==> config.mk <==
export PLATFORM = sky130hd
export DESIGN_NAME = ram_boot_loader
export DESIGN_NICKNAME = d
export VERILOG_FILES = /design/src/rtl/ram_boot_loader.sv
export SDC_FILE = /design/constraint.sdc
export NUM_CORES = 1
export LEC_CHECK = 0
export BUFFER_PORTS_ARGS = -buffer_cell sky130_fd_sc_hd__buf_2
export CORE_MARGIN = 8
export CORE_UTILIZATION = 58
export DETAILED_ROUTE_END_ITERATION = 10
export PLACE_DENSITY = 0.83
export SYNTH_ARGS = -nofsm -noshare
export SYNTH_HDL_FRONTEND = slang
export SYNTH_SLANG_ARGS = --single-unit
==> constraint.sdc <==
create_clock -name clk -period 4.5 [get_ports clk]
set_input_delay 0.9 -clock clk [delete_from_list [all_inputs] [get_ports clk]]
set_output_delay 0.9 -clock clk [all_outputs]
set_load 0.01 [all_outputs]
==> src/rtl/ram_boot_loader.sv <==
// Boot loader: receives a length-prefixed, XOR-checksummed image from a byte stream,
// writes it into RAM from address 0, then hands the RAM write port to the CPU.
module ram_boot_loader #(
  parameter int unsigned Size = 10
) (
  input  logic            clk,
  input  logic            rst,
  input  logic [7:0]      in_data_i,
  input  logic            in_valid_i,
  output logic            in_ready_o,
  input  logic            load_req_i,
  input  logic            cpu_wr_en_i,
  input  logic [Size-1:0] cpu_addr_i,
  input  logic [31:0]     cpu_data_i,
  output logic            cpu_rst_o,
  output logic            ram_wr_en_o,
  output logic [Size-1:0] ram_addr_o,
  output logic [31:0]     ram_data_o,
  output logic            done_o,
  output logic            err_o
);

  typedef enum logic [2:0] {
    StHdrHi, StHdrLo, StByte, StWrite, StChk, StRun, StErr
  } state_e;

  state_e          state_q, state_d;
  logic [15:0]     cnt_q, cnt_d;
  logic [Size-1:0] addr_q, addr_d;
  logic [1:0]      idx_q, idx_d;
  logic [7:0]      csum_q, csum_d;
  logic [31:0]     word_q, word_d;
  logic            cpu_rst_q, cpu_rst_d;
  logic            done_q, done_d;
  logic            err_q, err_d;
  logic            accept;

  assign accept = in_valid_i && in_ready_o;

  always_comb begin
    state_d   = state_q;
    cnt_d     = cnt_q;
    addr_d    = addr_q;
    idx_d     = idx_q;
    csum_d    = csum_q;
    word_d    = word_q;
    cpu_rst_d = cpu_rst_q;
    done_d    = done_q;
    err_d     = err_q;
    if (load_req_i) begin
      state_d   = StHdrHi;
      cnt_d     = '0;
      addr_d    = '0;
      idx_d     = '0;
      csum_d    = '0;
      word_d    = '0;
      cpu_rst_d = 1'b1;
      done_d    = 1'b0;
      err_d     = 1'b0;
    end else begin
      unique case (state_q)
        StHdrHi: if (accept) begin
          cnt_d   = {in_data_i, cnt_q[7:0]};
          addr_d  = '0;
          idx_d   = '0;
          csum_d  = '0;
          state_d = StHdrLo;
        end
        StHdrLo: if (accept) begin
          cnt_d   = {cnt_q[15:8], in_data_i};
          state_d = (cnt_d != 16'd0) ? StByte : StChk;
        end
        StByte: if (accept) begin
          word_d = {word_q[23:0], in_data_i};
          csum_d = csum_q ^ in_data_i;
          idx_d  = idx_q + 2'd1;
          if (idx_q == 2'd3) state_d = StWrite;
        end
        StWrite: begin
          addr_d  = addr_q + Size'(1);
          cnt_d   = cnt_q - 16'd1;
          state_d = (cnt_q == 16'd1) ? StChk : StByte;
        end
        StChk: if (accept) begin
          if (in_data_i == csum_q) begin
            state_d   = StRun;
            cpu_rst_d = 1'b0;
            done_d    = 1'b1;
          end else begin
            state_d = StErr;
            err_d   = 1'b1;
          end
        end
        default: ;
      endcase
    end
  end

  // Outputs are gated by rst so the reset values hold from the first rst cycle.
  always_comb begin
    in_ready_o  = 1'b0;
    ram_wr_en_o = 1'b0;
    ram_addr_o  = '0;
    ram_data_o  = '0;
    if (!rst) begin
      unique case (state_q)
        StHdrHi, StHdrLo, StByte, StChk: in_ready_o = !load_req_i;
        StWrite: begin
          ram_wr_en_o = 1'b1;
          ram_addr_o  = addr_q;
          ram_data_o  = word_q;
        end
        StRun: begin
          ram_wr_en_o = cpu_wr_en_i;
          ram_addr_o  = cpu_addr_i;
          ram_data_o  = cpu_data_i;
        end
        default: ;
      endcase
    end
  end

  assign cpu_rst_o = cpu_rst_q || rst;
  assign done_o    = done_q && !rst;
  assign err_o     = err_q && !rst;

  always_ff @(posedge clk) begin
    if (rst) begin
      state_q   <= StHdrHi;
      cnt_q     <= '0;
      addr_q    <= '0;
      idx_q     <= '0;
      csum_q    <= '0;
      word_q    <= '0;
      cpu_rst_q <= 1'b1;
      done_q    <= 1'b0;
      err_q     <= 1'b0;
    end else begin
      state_q   <= state_d;
      cnt_q     <= cnt_d;
      addr_q    <= addr_d;
      idx_q     <= idx_d;
      csum_q    <= csum_d;
      word_q    <= word_d;
      cpu_rst_q <= cpu_rst_d;
      done_q    <= done_d;
      err_q     <= err_d;
    end
  end

endmodule
Word level (Yosys, flattened, before mapping)
Index checks and enable logic that the tools add are counted. Widths: inputs -> output; s select.

Multiplexer cells: 28. Eq/ne operators: 13. Add/subtract/negate cells: 3. Reduce and logical (&&, ||, !) cells: 22. Bitwise gates (word level): 4.

Operators by type and width (number): $pmux 32 s2 (1); $pmux 16 s3 (1); $pmux 10 s2 (2); $mux 32 (1); $mux 8 (3); $mux 3 (7); $mux 10 (2); $eq 16x1->1 const B (1); $mux 16 (1); $pmux 8 s2 (1); $reduce_bool 16->1 (1); $sub 16x1->16 const B (1); $pmux 3 s5 (1); $reduce_and 3->1 (5); $add 10x1->10 const B (1); $ne 2x2->1 const B (5); $eq 8x8->1 (1); $xor 8x8->8 (1); $eq 3x2->1 const B (2); $eq 3x3->1 const B (2); $mux 2 (3); $reduce_and 6->1 (1); $reduce_bool 2->1 (3); $reduce_bool 5->1 (1); 14 further kinds (22).

Register bits: 74. Output and inout port bits: 47.

Logic depth before layout (Yosys ltp)
Gate-level depths: netlist (run 1).

Depth after elaboration: 7. Gate-level depth with buffers: 9. Depth with buffers taken out: 7.

Worst setup path before layout (run 1)
No wires, ideal clock.

Kind: flip-flop to output port. Start point: register state_q[1]. End point: output port ram_addr_o[0]. Data arrival time: 1.817 ns. Cell stages (with the launch flop): 8. Path buffers: 4. Setup slack: 1.783 ns. Path through: dfxtp_1 > clkbuf_1 > and3b_1 > clkbuf_1 > clkbuf_1 > clkbuf_1 > a22oi_1 > nor2_1.

Word-level cells in the longest chain between the ends: 3. Elaborated cells on any way between the ends: 4. Classes of those cells: eq/ne (2); mux (2).

Ends and longest elaborated chain: from (decl) (RTL line 27) `state_e state_q, state_d;`; from (signal assigned) (RTL line 129) `state_q <= StHdrHi;`; from (signal assigned) (RTL line 139) `state_q <= state_d;`; $eq 3x3->1 or $eq 3x2->1 (tied branches) (RTL line 106) `unique case (state_q)`; $pmux 10 s2 * (RTL line 106); $mux 10 * (RTL line 105) `if (!rst) begin`; to (decl) (RTL line 17) `output logic [Size-1:0] ram_addr_o,`.

Mark *: on every way between the ends. The rest lies on a longest branch, timed or not.

Worst setup path after layout (run 1)
Start point: register state_q[0]. End point: output port ram_data_o[1].

Word-level cells in the longest chain between the ends: 3. Elaborated cells on any way between the ends: 4. Classes of those cells: eq/ne (2); mux (2).

Ends and longest elaborated chain: $eq 3x3->1 or $eq 3x2->1 (tied branches) (RTL line 106); $pmux 32 s2 * (RTL line 106); $mux 32 * (RTL line 105); to (decl) (RTL line 18) `output logic [31:0] ram_data_o,`.

Marks and branches as above.

==> results of run 1 <==
[logic make-up (layout without fill, tap and decap cells)]
family | after synthesis | count (layout) | synth area share, %
AOI/OAI and AO/OA | 165 | 165 | 26.2
xor gates and xnor gates | 12 | 12 | 2.60
adders and majority gates | 4 | 4 | 1.24
buffers and inverters | 49 | 129 | 4.71
DFF | 74 | 74 | 36.7
muxes | 4 | 4 | 1.12
and+or+nand+nor | 239 | 239 | 27.4
[report_power, final]
group	total (mW)	internal, mW	switching, mW
combinational	0.119	0.0445	0.0742
clock	0.486	0.232	0.254
sequential	0.667	0.658	0.00861
total	1.27	0.934	0.337
[metal layers]
metal | GRT usage (%) | share of wire, % | up-vias
met3 | 5.52 | 9.7 | 26
met4 | 10.6 | 2.2 | 0
met1 | 27.2 | 41 | 2015
met2 | 39.0 | 47 | 224
met5 | 0 | 0 | -
li1 | - | - | 2102
[worst min-delay path, stage by stage (launching register included)]
cell                      delay (ns)
sky130_fd_sc_hd__dfxtp_1        0.32
sky130_fd_sc_hd__nand2_1        0.05
sky130_fd_sc_hd__a21oi_1        0.05
[per-stage QoR]
| stage | cells | instance area [um2] | worst slack [ns] |
|---|---|---|---|
| 2_1_floorplan | 547 | 4040 | 1.78 |
| 3_5_place_dp | 691 | 4530 | 1.10 |
| 4_1_cts | 707 | 4720 | 1.02 |
| 6_report | 707 | 4720 | 0.969 |
| 3_3_place_gp | 691 | 4530 | 1.13 |
| 5_1_grt | 707 | 4720 | 0.774 |
[worst paths after layout]
path	from	end	slack, ns	depth (start not counted)
max	state_q[0]$_SDFFE_PP0P_	ram_data_o[1]	0.97	4
max reg2reg	state_q[0]$_SDFFE_PP0P_	cnt_q[8]$_SDFFE_PP0P_	1.75	5
min reg2reg	word_q[29]$_SDFFE_PP0P_	word_q[29]$_SDFFE_PP0P_	0.46	2
min	word_q[29]$_SDFFE_PP0P_	word_q[29]$_SDFFE_PP0P_	0.46	2
[placed cells by master (no fill, tap or decap), types with 3 or more instances in the layout]
cell type,instances
sky130_fd_sc_hd__ha_1,4
sky130_fd_sc_hd__buf_4,6
sky130_fd_sc_hd__nand3b_1,6
sky130_fd_sc_hd__xnor2_1,3
sky130_fd_sc_hd__nand3_1,8
sky130_fd_sc_hd__nor4_1,7
sky130_fd_sc_hd__buf_2,101
sky130_fd_sc_hd__a21oi_1,61
sky130_fd_sc_hd__xor2_1,9
sky130_fd_sc_hd__clkbuf_8,11
sky130_fd_sc_hd__o21ai_0,23
sky130_fd_sc_hd__nand2b_1,4
sky130_fd_sc_hd__nand4_1,4
sky130_fd_sc_hd__a31oi_1,5
sky130_fd_sc_hd__nor2b_1,3
sky130_fd_sc_hd__mux2_2,4
sky130_fd_sc_hd__o21a_1,3
sky130_fd_sc_hd__nor3_1,5
sky130_fd_sc_hd__and3_1,9
sky130_fd_sc_hd__dfxtp_1,74
sky130_fd_sc_hd__a221oi_1,3
sky130_fd_sc_hd__a32o_1,6
sky130_fd_sc_hd__o211ai_1,6
sky130_fd_sc_hd__inv_1,6
sky130_fd_sc_hd__or2_2,5
sky130_fd_sc_hd__nor3b_1,5
sky130_fd_sc_hd__nor2_1,78
sky130_fd_sc_hd__nand2_1,90
sky130_fd_sc_hd__a22oi_1,44
[final cells by class]
type | count | area, um2
multi-input combinational | 424 | 2380
fill | 562 | 2040
sequential | 74 | 1480
timing repair buffer | 107 | 551
clock buffer | 11 | 151
tap | 80 | 100
clock inverter | 5 | 37.5
inverter | 6 | 22.5
[registers in the layout, indices dropped and copies added, names as in the netlist]
| signal | cells |
|---|---|
| done_q | 1 |
| err_q | 1 |
| cpu_rst_q | 1 |
| word_q | 32 |
| state_q | 3 |
| cnt_q | 16 |
| addr_q | 10 |
| idx_q | 2 |
| csum_q | 8 |
==> run summary, run 1 <==
• root buffer selected by CTS: sky130_fd_sc_hd__clkbuf_8
• number of buffer and inverter instances along the worst setup path: 1
• clock latency on the worst-skew pair: 0.35 ns
• first-pass iteration count of the detailed router: 5
• number of max-slew violations in the final report: 0
• highest fanout seen on the critical path: 60
• Crit. End Element: primary output
• DR vias/cell: 6.18
• data required time at the worst endpoint: 3.60 ns
• number of antenna violations at the first check in global routing: 0
• Worst path top cell family by delay: simple AND/OR/NAND/NOR gates
• initial core utilization: 59.8%
• total of max-cap violations: 0
• global routing usage summed across all routing layers: 23.2%
• share of cells above drive strength 1: 21.9%
• mean cell area of the mapped netlist: 7.38 um2
• CTS buffer count: 9
• crit path kind: register to primary output
• final HPWL from detailed placement: 8040 um
• final setup fails: 0
• Final #Nets: 681
• placer's final routability congestion estimate: 0.941
• number of enable-type register cells in the synthesized netlist: 0
• number of port buffers: 101
• Leakage Power: 1.85 nW
• Max-Slew Margin vs Limit: 27.5%
• worst hold path type: register to register
• largest area contributor in the synthesized netlist: sky130_fd_sc_hd__dfxtp_1
• number of flip-flops and latches in the synthesized netlist: 74
• total of warnings raised by yosys: 0
• crit path time final: 3.53 ns
• highest attainable clock frequency: 283 MHz
• floorplan die width: 99.5 um
• most area-consuming cells after synthesis: sky130_fd_sc_hd__dfxtp_1 (37%), sky130_fd_sc_hd__nand2_1 (8.4%), sky130_fd_sc_hd__a22oi_1 (8.2%)
• final-report hold violation count: 0
• pin slew with the least headroom to its limit: 1.09 ns
• power density normalized to cell area: 269 mW/mm2
• predominant post-synthesis flop cell: sky130_fd_sc_hd__dfxtp_1
• status: completed
• top cells by count, synth: sky130_fd_sc_hd__nand2_1 (90), sky130_fd_sc_hd__nor2_1 (78), sky130_fd_sc_hd__dfxtp_1 (74)
• share of synthesized area occupied by flip-flops and latches: 36.7%
• Cell Rows: 30
• routed wirelength normalized by instance count: 16.5 um
• Critical Path AT: 2.63 ns
• library cell contributing the largest single delay on the critical path: sky130_fd_sc_hd__and3b_2
• wire length of the first global-routing pass: 19,000 um
• startpoint type of the worst setup path: register
• die outline height: 99.5 um
• area added between synthesis and finish: 16.9%
• # H-tree levels: 3
• Syn Nets: 606
• Num Clock Sinks: 74
• power consumption: 1.27 mW
• post-layout utilization of the core: 69.9%
• Peak supply drop: 0.000256 V
• total of hold buffers inserted after clock tree synthesis: 0
• Post-Syn Instances: 547
• Antenna Cells: 0
• DR DRC count: 0
• RSZ-0062 raised after global routing: false
• worst hold margin: 0.460 ns
• clock tree from TritonCTS: done
• overall die area: 0.00989 mm2
• count of different cell masters after synthesis: 53
• final period utilization: 78.5%
• DRT iter0 DRCs: 347
• final antenna-violating net count: 0
• Post-Route Skew: 0.0107 ns
• vias in the first global route: 4,129
• total negative setup slack: 0 ns
• slowest stage delay, CP: 1.04 ns
• core box area: 0.00676 mm2
• pin count of the biggest net entering global routing: 61
• CP Cell Sequence: and3b_2 -> a22oi_1 -> nor2_1 -> buf_2
• number of top-level design ports: 102
• final WL: 11,700 um
• async set or reset register ratio after synthesis: 0%
• grt ovf: 0
• area fraction of the dominant cell type after synthesis: 36.7%
• CTS clk-pin slew, worst paths: 0.08 ns
• number of gates given a new drive strength after cts: 0
• Via Count: 4,367
• cell with the most instances after synthesis: sky130_fd_sc_hd__nand2_1
• number of buffers between clock root and the deepest sink: 2
• number of setup buffers added after CTS: 0
• combined area of all synthesized cells: 0.00404 mm2
Power figures use the tool's default switching activity.
==> run 2: changes to the inputs <==
--- a/config.mk
+++ b/config.mk
@@ -7,9 +7,9 @@
 export LEC_CHECK = 0
 export BUFFER_PORTS_ARGS = -buffer_cell sky130_fd_sc_hd__buf_2
 export CORE_MARGIN = 8
-export CORE_UTILIZATION = 58
+export CORE_UTILIZATION = 48
 export DETAILED_ROUTE_END_ITERATION = 10
-export PLACE_DENSITY = 0.83
+export PLACE_DENSITY = 0.73
 export SYNTH_ARGS = -nofsm -noshare
 export SYNTH_HDL_FRONTEND = slang
 export SYNTH_SLANG_ARGS = --single-unit
==> constraint.sdc (replaced) <==
create_clock -name clk -period 3.1 [get_ports clk]
set_input_delay 0.62 -clock clk [delete_from_list [all_inputs] [get_ports clk]]
set_output_delay 0.62 -clock clk [all_outputs]
set_load 0.01 [all_outputs]
==> run summary, run 2 (same netlist as run 1, synthesis figures left out) <==
• total of hold buffers inserted after clock tree synthesis: 0, unchanged
• Num Clock Sinks: 74, unchanged
• final antenna-violating net count: 0, unchanged
• core box area: 0.00818 mm2, +21%
• share of cells above drive strength 1: 22.6%, +0.74 points
• highest fanout seen on the critical path: 51, -15%
• wire length of the first global-routing pass: 19,200 um, +1.2%
• total of max-cap violations: 0, unchanged
• CTS clk-pin slew, worst paths: 0.08 ns, about the same
• DRT iter0 DRCs: 265, -24%
• Via Count: 4,254, -2.6%
• worst hold path type: register to register
• worst hold margin: 0.466 ns, +0.00585 ns
• overall die area: 0.0116 mm2, +17%
• pin slew with the least headroom to its limit: 0.765 ns, -0.323 ns
• Most flops, register: word_q
• post-layout utilization of the core: 59.0%, -11 points
• # H-tree levels: 3, unchanged
• DR DRC count: 0, unchanged
• vias in the first global route: 4,019, -2.7%
• number of max-slew violations in the final report: 0, unchanged
• number of antenna violations at the first check in global routing: 0, unchanged
• DR vias/cell: 5.76, -6.7%
• die outline height: 108 um, +8.3%
• smallest setup slack after layout: 0.230 ns, -0.739 ns
• Max-Slew Margin vs Limit: 48.6%, +21 points
• Critical Path AT: 2.25 ns, -0.38 ns
• grt ovf: 0, unchanged
• worst r2r dst: cnt_q[13]$_SDFFE_PP0P_
• RSZ-0062 raised after global routing: false
• Post-Route Skew: 0.00582 ns, -0.00490 ns
• final HPWL from detailed placement: 8580 um, +6.8%
• highest attainable clock frequency: 348 MHz
• Cell Rows: 33, +10%
• area added between synthesis and finish: 19.4%
• number of buffers between clock root and the deepest sink: 2, unchanged
• CTS buffer count: 9, unchanged
• r2r worst-path depth: 5, unchanged
• status: completed
• Antenna Cells: 0, unchanged
• reg-to-reg setup timing slack: 0.79 ns, -0.96 ns
• clock tree from TritonCTS: done
• leading cell type in the layout, fill and taps excluded: sky130_fd_sc_hd__buf_2
• number of port buffers: 101, unchanged
• Regs by FF count: word_q x32, cnt_q x16, addr_q x10
• number of setup buffers added after CTS: 0, unchanged
• most frequent cells in the layout: sky130_fd_sc_hd__buf_2 (101), sky130_fd_sc_hd__nand2_1 (90), sky130_fd_sc_hd__nor2_1 (78), sky130_fd_sc_hd__dfxtp_1 (74), sky130_fd_sc_hd__a21oi_1 (61)
• routed wirelength normalized by instance count: 16.2 um, -2.1%
• Hold Path Depth: 2, unchanged
• CP Launch Point: state_q[0]$_SDFFE_PP0P_
• final-report hold violation count: 0, unchanged
• Peak supply drop: 0.000277 V, +8.3%
• Worst Hold Path EP: word_q[26]$_SDFFE_PP0P_
• worst reg2reg startpoint: cnt_q[3]$_SDFFE_PP0P_
• startpoint type of the worst setup path: register
• first-pass iteration count of the detailed router: 5, unchanged
• crit path kind: register to primary output
• Crit. End Element: primary output
• pin count of the biggest net entering global routing: 52, -15%
• floorplan die width: 108 um, +8.3%
• final WL: 11,900 um, +2.2%
• Filler Cell Count: 781, +39%
• total negative setup slack: 0 ns, unchanged
• final period utilization: 92.6%
• max reg flops: 32, unchanged
• Final #Nets: 687, +0.88%
• Post-Place Setup Slack: 0.571 ns, -0.526 ns
• Leakage Power: 1.89 nW, +2.3%
• crit path time final: 2.87 ns
• final setup fails: 0, unchanged
• initial core utilization: 49.4%, -10 points
• global routing usage summed across all routing layers: 20.1%, -3.1 points
• placer's final routability congestion estimate: 0.904, -3.9%
• hold_sp: word_q[26]$_SDFFE_PP0P_
• power density normalized to cell area: 398 mW/mm2, +48%
• root buffer selected by CTS: sky130_fd_sc_hd__clkbuf_8
• data required time at the worst endpoint: 2.48 ns, -1.12 ns
• number of gates given a new drive strength after cts: 0, unchanged
• number of top-level design ports: 102, unchanged
• clock latency on the worst-skew pair: 0.35 ns, about the same
run 2: changes by cell type in the layout (fill, tap and decap cells not counted):
cell | before | now
sky130_fd_sc_hd__bufinv_16 | 0 | 1
sky130_fd_sc_hd__clkinv_2 | 1 | 2
sky130_fd_sc_hd__clkbuf_8 | 11 | 10
sky130_fd_sc_hd__buf_12 | 0 | 1
sky130_fd_sc_hd__buf_4 | 6 | 11
sky130_fd_sc_hd__clkinvlp_4 | 2 | 1
run 2: worst max path at each step:
stage / slack (ns) / end
after floorplan: 0.66 / ram_addr_o[0]
after global placement: 0.60 / csum_q[0]$_SDFFE_PP0P_
after detailed placement: 0.57 / csum_q[0]$_SDFFE_PP0P_
after CTS: 0.28 / ram_data_o[6]
after global routing: 0.09 / ram_data_o[30]
final: 0.23 / ram_data_o[6]
run 2: per-stage QoR:
step	cells	power [mW]	instance area (um2)
after CTS	738	1.93	4820
after floorplan	547	1.09	4040
after global routing	738	1.99	4820
after global placement	722	1.16	4620
final	738	1.92	4820
after detailed placement	722	1.16	4620
run 2: area by class of cell:
| cell class | instances | area, um2 | share of cell area [%] |
|---|---|---|---|
| multi-input cells | 424 | 2380 | 49.3 |
| flip-flops and latches | 74 | 1480 | 30.7 |
| repair buffers | 113 | 608 | 12.6 |
| clock buffers | 10 | 138 | 2.85 |
| well taps | 105 | 131 | 2.72 |
| clock inverters | 6 | 65.1 | 1.35 |
| inverters | 6 | 22.5 | 0.467 |
run 2: routing by layer:
layer	part of all wire, %	GRT usage [%]	up-vias
met3	7.3	4.67	21
met5	0	0	-
met4	1.6	6.14	0
met2	48	33.4	132
li1	-	-	2124
met1	43	25.0	1977
run 2: worst max-delay path: stages (launching register included):
cell                      delay [ns]
sky130_fd_sc_hd__dfxtp_1        0.71
sky130_fd_sc_hd__and3b_2        0.48
sky130_fd_sc_hd__buf_12         0.27
sky130_fd_sc_hd__a22oi_1        0.12
sky130_fd_sc_hd__nor2_1         0.14
sky130_fd_sc_hd__buf_2          0.15
run 2: power by group:
group          internal (mW)  leakage (nW)  total, mW  switching [mW]
Sequential             0.955         0.597      0.968          0.0130
Clock                  0.395         0.103      0.774           0.379
Combinational         0.0686          1.19      0.177           0.109
==> run 3: changes to the inputs <==
--- a/config.mk
+++ b/config.mk
@@ -5,9 +5,12 @@
 export SDC_FILE = /design/constraint.sdc
 export NUM_CORES = 1
 export LEC_CHECK = 0
+export ABC_CLOCK_PERIOD_IN_PS = 3100
 export BUFFER_PORTS_ARGS = -buffer_cell sky130_fd_sc_hd__buf_2
+export CELL_PAD_IN_SITES_DETAIL_PLACEMENT = 0
+export CELL_PAD_IN_SITES_GLOBAL_PLACEMENT = 1
 export CORE_MARGIN = 8
-export CORE_UTILIZATION = 48
+export CORE_UTILIZATION = 34
 export DETAILED_ROUTE_END_ITERATION = 10
 export PLACE_DENSITY = 0.73
 export SYNTH_ARGS = -nofsm -noshare
==> run summary, run 3 (same netlist as run 1, synthesis figures left out) <==
• grt ovf: 0, unchanged
• Critical Path AT: 2.18 ns, -0.07 ns
• most frequent cells in the layout: sky130_fd_sc_hd__buf_2 (101), sky130_fd_sc_hd__nand2_1 (90), sky130_fd_sc_hd__nor2_1 (78), sky130_fd_sc_hd__dfxtp_1 (74), sky130_fd_sc_hd__a21oi_1 (61)
• Filler Cell Count: 1,244, +59%
• number of port buffers: 101, unchanged
• leading cell type in the layout, fill and taps excluded: sky130_fd_sc_hd__buf_2
• worst reg2reg startpoint: cnt_q[3]$_SDFFE_PP0P_
• initial core utilization: 34.2%, -15 points
• post-layout utilization of the core: 42.1%, -17 points
• Hold Path Depth: 1, -1
• Antenna Cells: 0, unchanged
• startpoint type of the worst setup path: register
• data required time at the worst endpoint: 2.48 ns, about the same
• total of max-cap violations: 0, unchanged
• Peak supply drop: 0.000190 V, -32%
• number of buffers between clock root and the deepest sink: 2, unchanged
• overall die area: 0.0156 mm2, +35%
• CTS buffer count: 9, unchanged
• number of max-slew violations in the final report: 0, unchanged
• hold_sp: err_q$_SDFFE_PP0P_
• r2r worst-path depth: 5, unchanged
• status: completed
• CTS clk-pin slew, worst paths: 0.06 ns, -0.02 ns
• Worst Hold Path EP: err_q$_SDFFE_PP0P_
• routed wirelength normalized by instance count: 15.7 um, -2.9%
• final period utilization: 90.4%, -2.2 points
• Leakage Power: 1.93 nW, +1.9%
• total negative setup slack: 0 ns, unchanged
• final WL: 12,300 um, +2.7%
• DR vias/cell: 5.40, -6.4%
• placer's final routability congestion estimate: 0.913, +0.98%
• worst hold path type: register to register
• highest fanout seen on the critical path: 52, +2.0%
• area added between synthesis and finish: 23.1%
• die outline height: 125 um, +16%
• number of top-level design ports: 102, unchanged
• DRT iter0 DRCs: 281, +6.0%
• crit path time final: 2.80 ns, -0.0688 ns
• CP Cell Sequence: and3b_2 -> buf_12 -> a22oi_1 -> nor2_1 -> buf_2
• RSZ-0062 raised after global routing: false
• reg-to-reg setup timing slack: 0.82 ns, +0.03 ns
• max reg flops: 32, unchanged
• Most flops, register: word_q
• final HPWL from detailed placement: 8820 um, +2.8%
• crit path kind: register to primary output
• worst r2r dst: cnt_q[13]$_SDFFE_PP0P_
• floorplan die width: 125 um, +16%
• number of antenna violations at the first check in global routing: 0, unchanged
• Final #Nets: 687, unchanged
• root buffer selected by CTS: sky130_fd_sc_hd__clkbuf_16
• wire length of the first global-routing pass: 20,600 um, +7.5%
• slowest stage delay, CP: 0.69 ns, -0.02 ns
• clock latency on the worst-skew pair: 0.34 ns, about the same
• Max-Slew Margin vs Limit: 48.0%, -0.55 points
• final antenna-violating net count: 0, unchanged
• share of cells above drive strength 1: 22.6%, unchanged
• # H-tree levels: 3, unchanged
• Crit. End Element: primary output
• smallest setup slack after layout: 0.299 ns, +0.0688 ns
• final-report hold violation count: 0, unchanged
• global routing usage summed across all routing layers: 15.7%, -4.3 points
• first-pass iteration count of the detailed router: 5, unchanged
• Post-Place Setup Slack: 0.469 ns, -0.102 ns
• final setup fails: 0, unchanged
• highest attainable clock frequency: 357 MHz, +2.5%
• CP Launch Point: state_q[0]$_SDFFE_PP0P_
• Num Clock Sinks: 74, unchanged
• Cell Rows: 40, +21%
• number of gates given a new drive strength after cts: 0, unchanged
• pin count of the biggest net entering global routing: 53, +1.9%
• vias in the first global route: 4,028, +0.22%
• Regs by FF count: word_q x32, cnt_q x16, addr_q x10
• clock tree from TritonCTS: done
• total of hold buffers inserted after clock tree synthesis: 0, unchanged
• core box area: 0.0118 mm2, +44%
• library cell contributing the largest single delay on the critical path: sky130_fd_sc_hd__dfxtp_1
• Via Count: 4,210, -1.0%
• Post-Route Skew: 0.00717 ns, +0.00135 ns
• DR DRC count: 0, unchanged
• power density normalized to cell area: 432 mW/mm2, +8.5%
• pin slew with the least headroom to its limit: 0.773 ns, +0.00823 ns
• number of setup buffers added after CTS: 0, unchanged
## run 3: changes by cell type in the layout (fill, tap and decap cells not counted), sizes merged
cell and change:
bufinv -1, clkinvlp +2, clkbuf -1, clkinv -2
inv +2
## run 3: layer usage
layer / routed length (um) / vias up / GRT usage, %
li1: - / 2128 / -
met1: 5460 / 1971 / 19.2
met2: 5890 / 95 / 26.5
met3: 691 / 16 / 3.53
met4: 223 / 0 / 6.09
met5: 0 / - / 0
## run 3: power breakdown
part / internal, mW / switching (mW)
combinational: 0.0705 / 0.112
sequential: 0.956 / 0.00995
clock: 0.554 / 0.444
## run 3: cell type report
| class | count | area (um2) | share of cell area, % |
|---|---|---|---|
| flip-flops and latches | 74 | 1480 | 29.8 |
| clock buffers | 9 | 225 | 4.53 |
| clock inverters | 7 | 60.1 | 1.21 |
| well taps | 147 | 184 | 3.70 |
| multi-input cells | 424 | 2380 | 47.8 |
| repair buffers | 113 | 621 | 12.5 |
| inverters | 6 | 22.5 | 0.453 |
## run 3: per-stage QoR
stage / total power [mW] / hold slack [ns] / cells / instance area (um2)
3_3_place_gp: 1.17 / 0.446 / 764 / 4690
2_1_floorplan: 1.09 / 0.433 / 547 / 4040
6_report: 2.15 / 0.459 / 780 / 4970
5_1_grt: 2.23 / 0.479 / 780 / 4970
4_1_cts: 2.18 / 0.462 / 780 / 4970
3_5_place_dp: 1.17 / 0.451 / 764 / 4690
## run 3: how the worst max path moves through the flow
stage          cells after the start  slack [ns]                      to
6_report                           5        0.30           ram_data_o[8]
5_1_grt                            6        0.14          ram_data_o[23]
4_1_cts                            5        0.31           ram_data_o[8]
3_5_place_dp                       6        0.47  csum_q[0]$_SDFFE_PP0P_
3_3_place_gp                       6        0.52  csum_q[0]$_SDFFE_PP0P_
2_1_floorplan                      7        0.66           ram_addr_o[0]
## run 3: critical path: cells and delay by family, from the launching register on
family	cells	cell delay [ns]
flip-flops	1	0.69
AND/OR/NAND/NOR	2	0.59
buffers and inverters	2	0.41
AO/OA/AOI/OAI	1	0.12
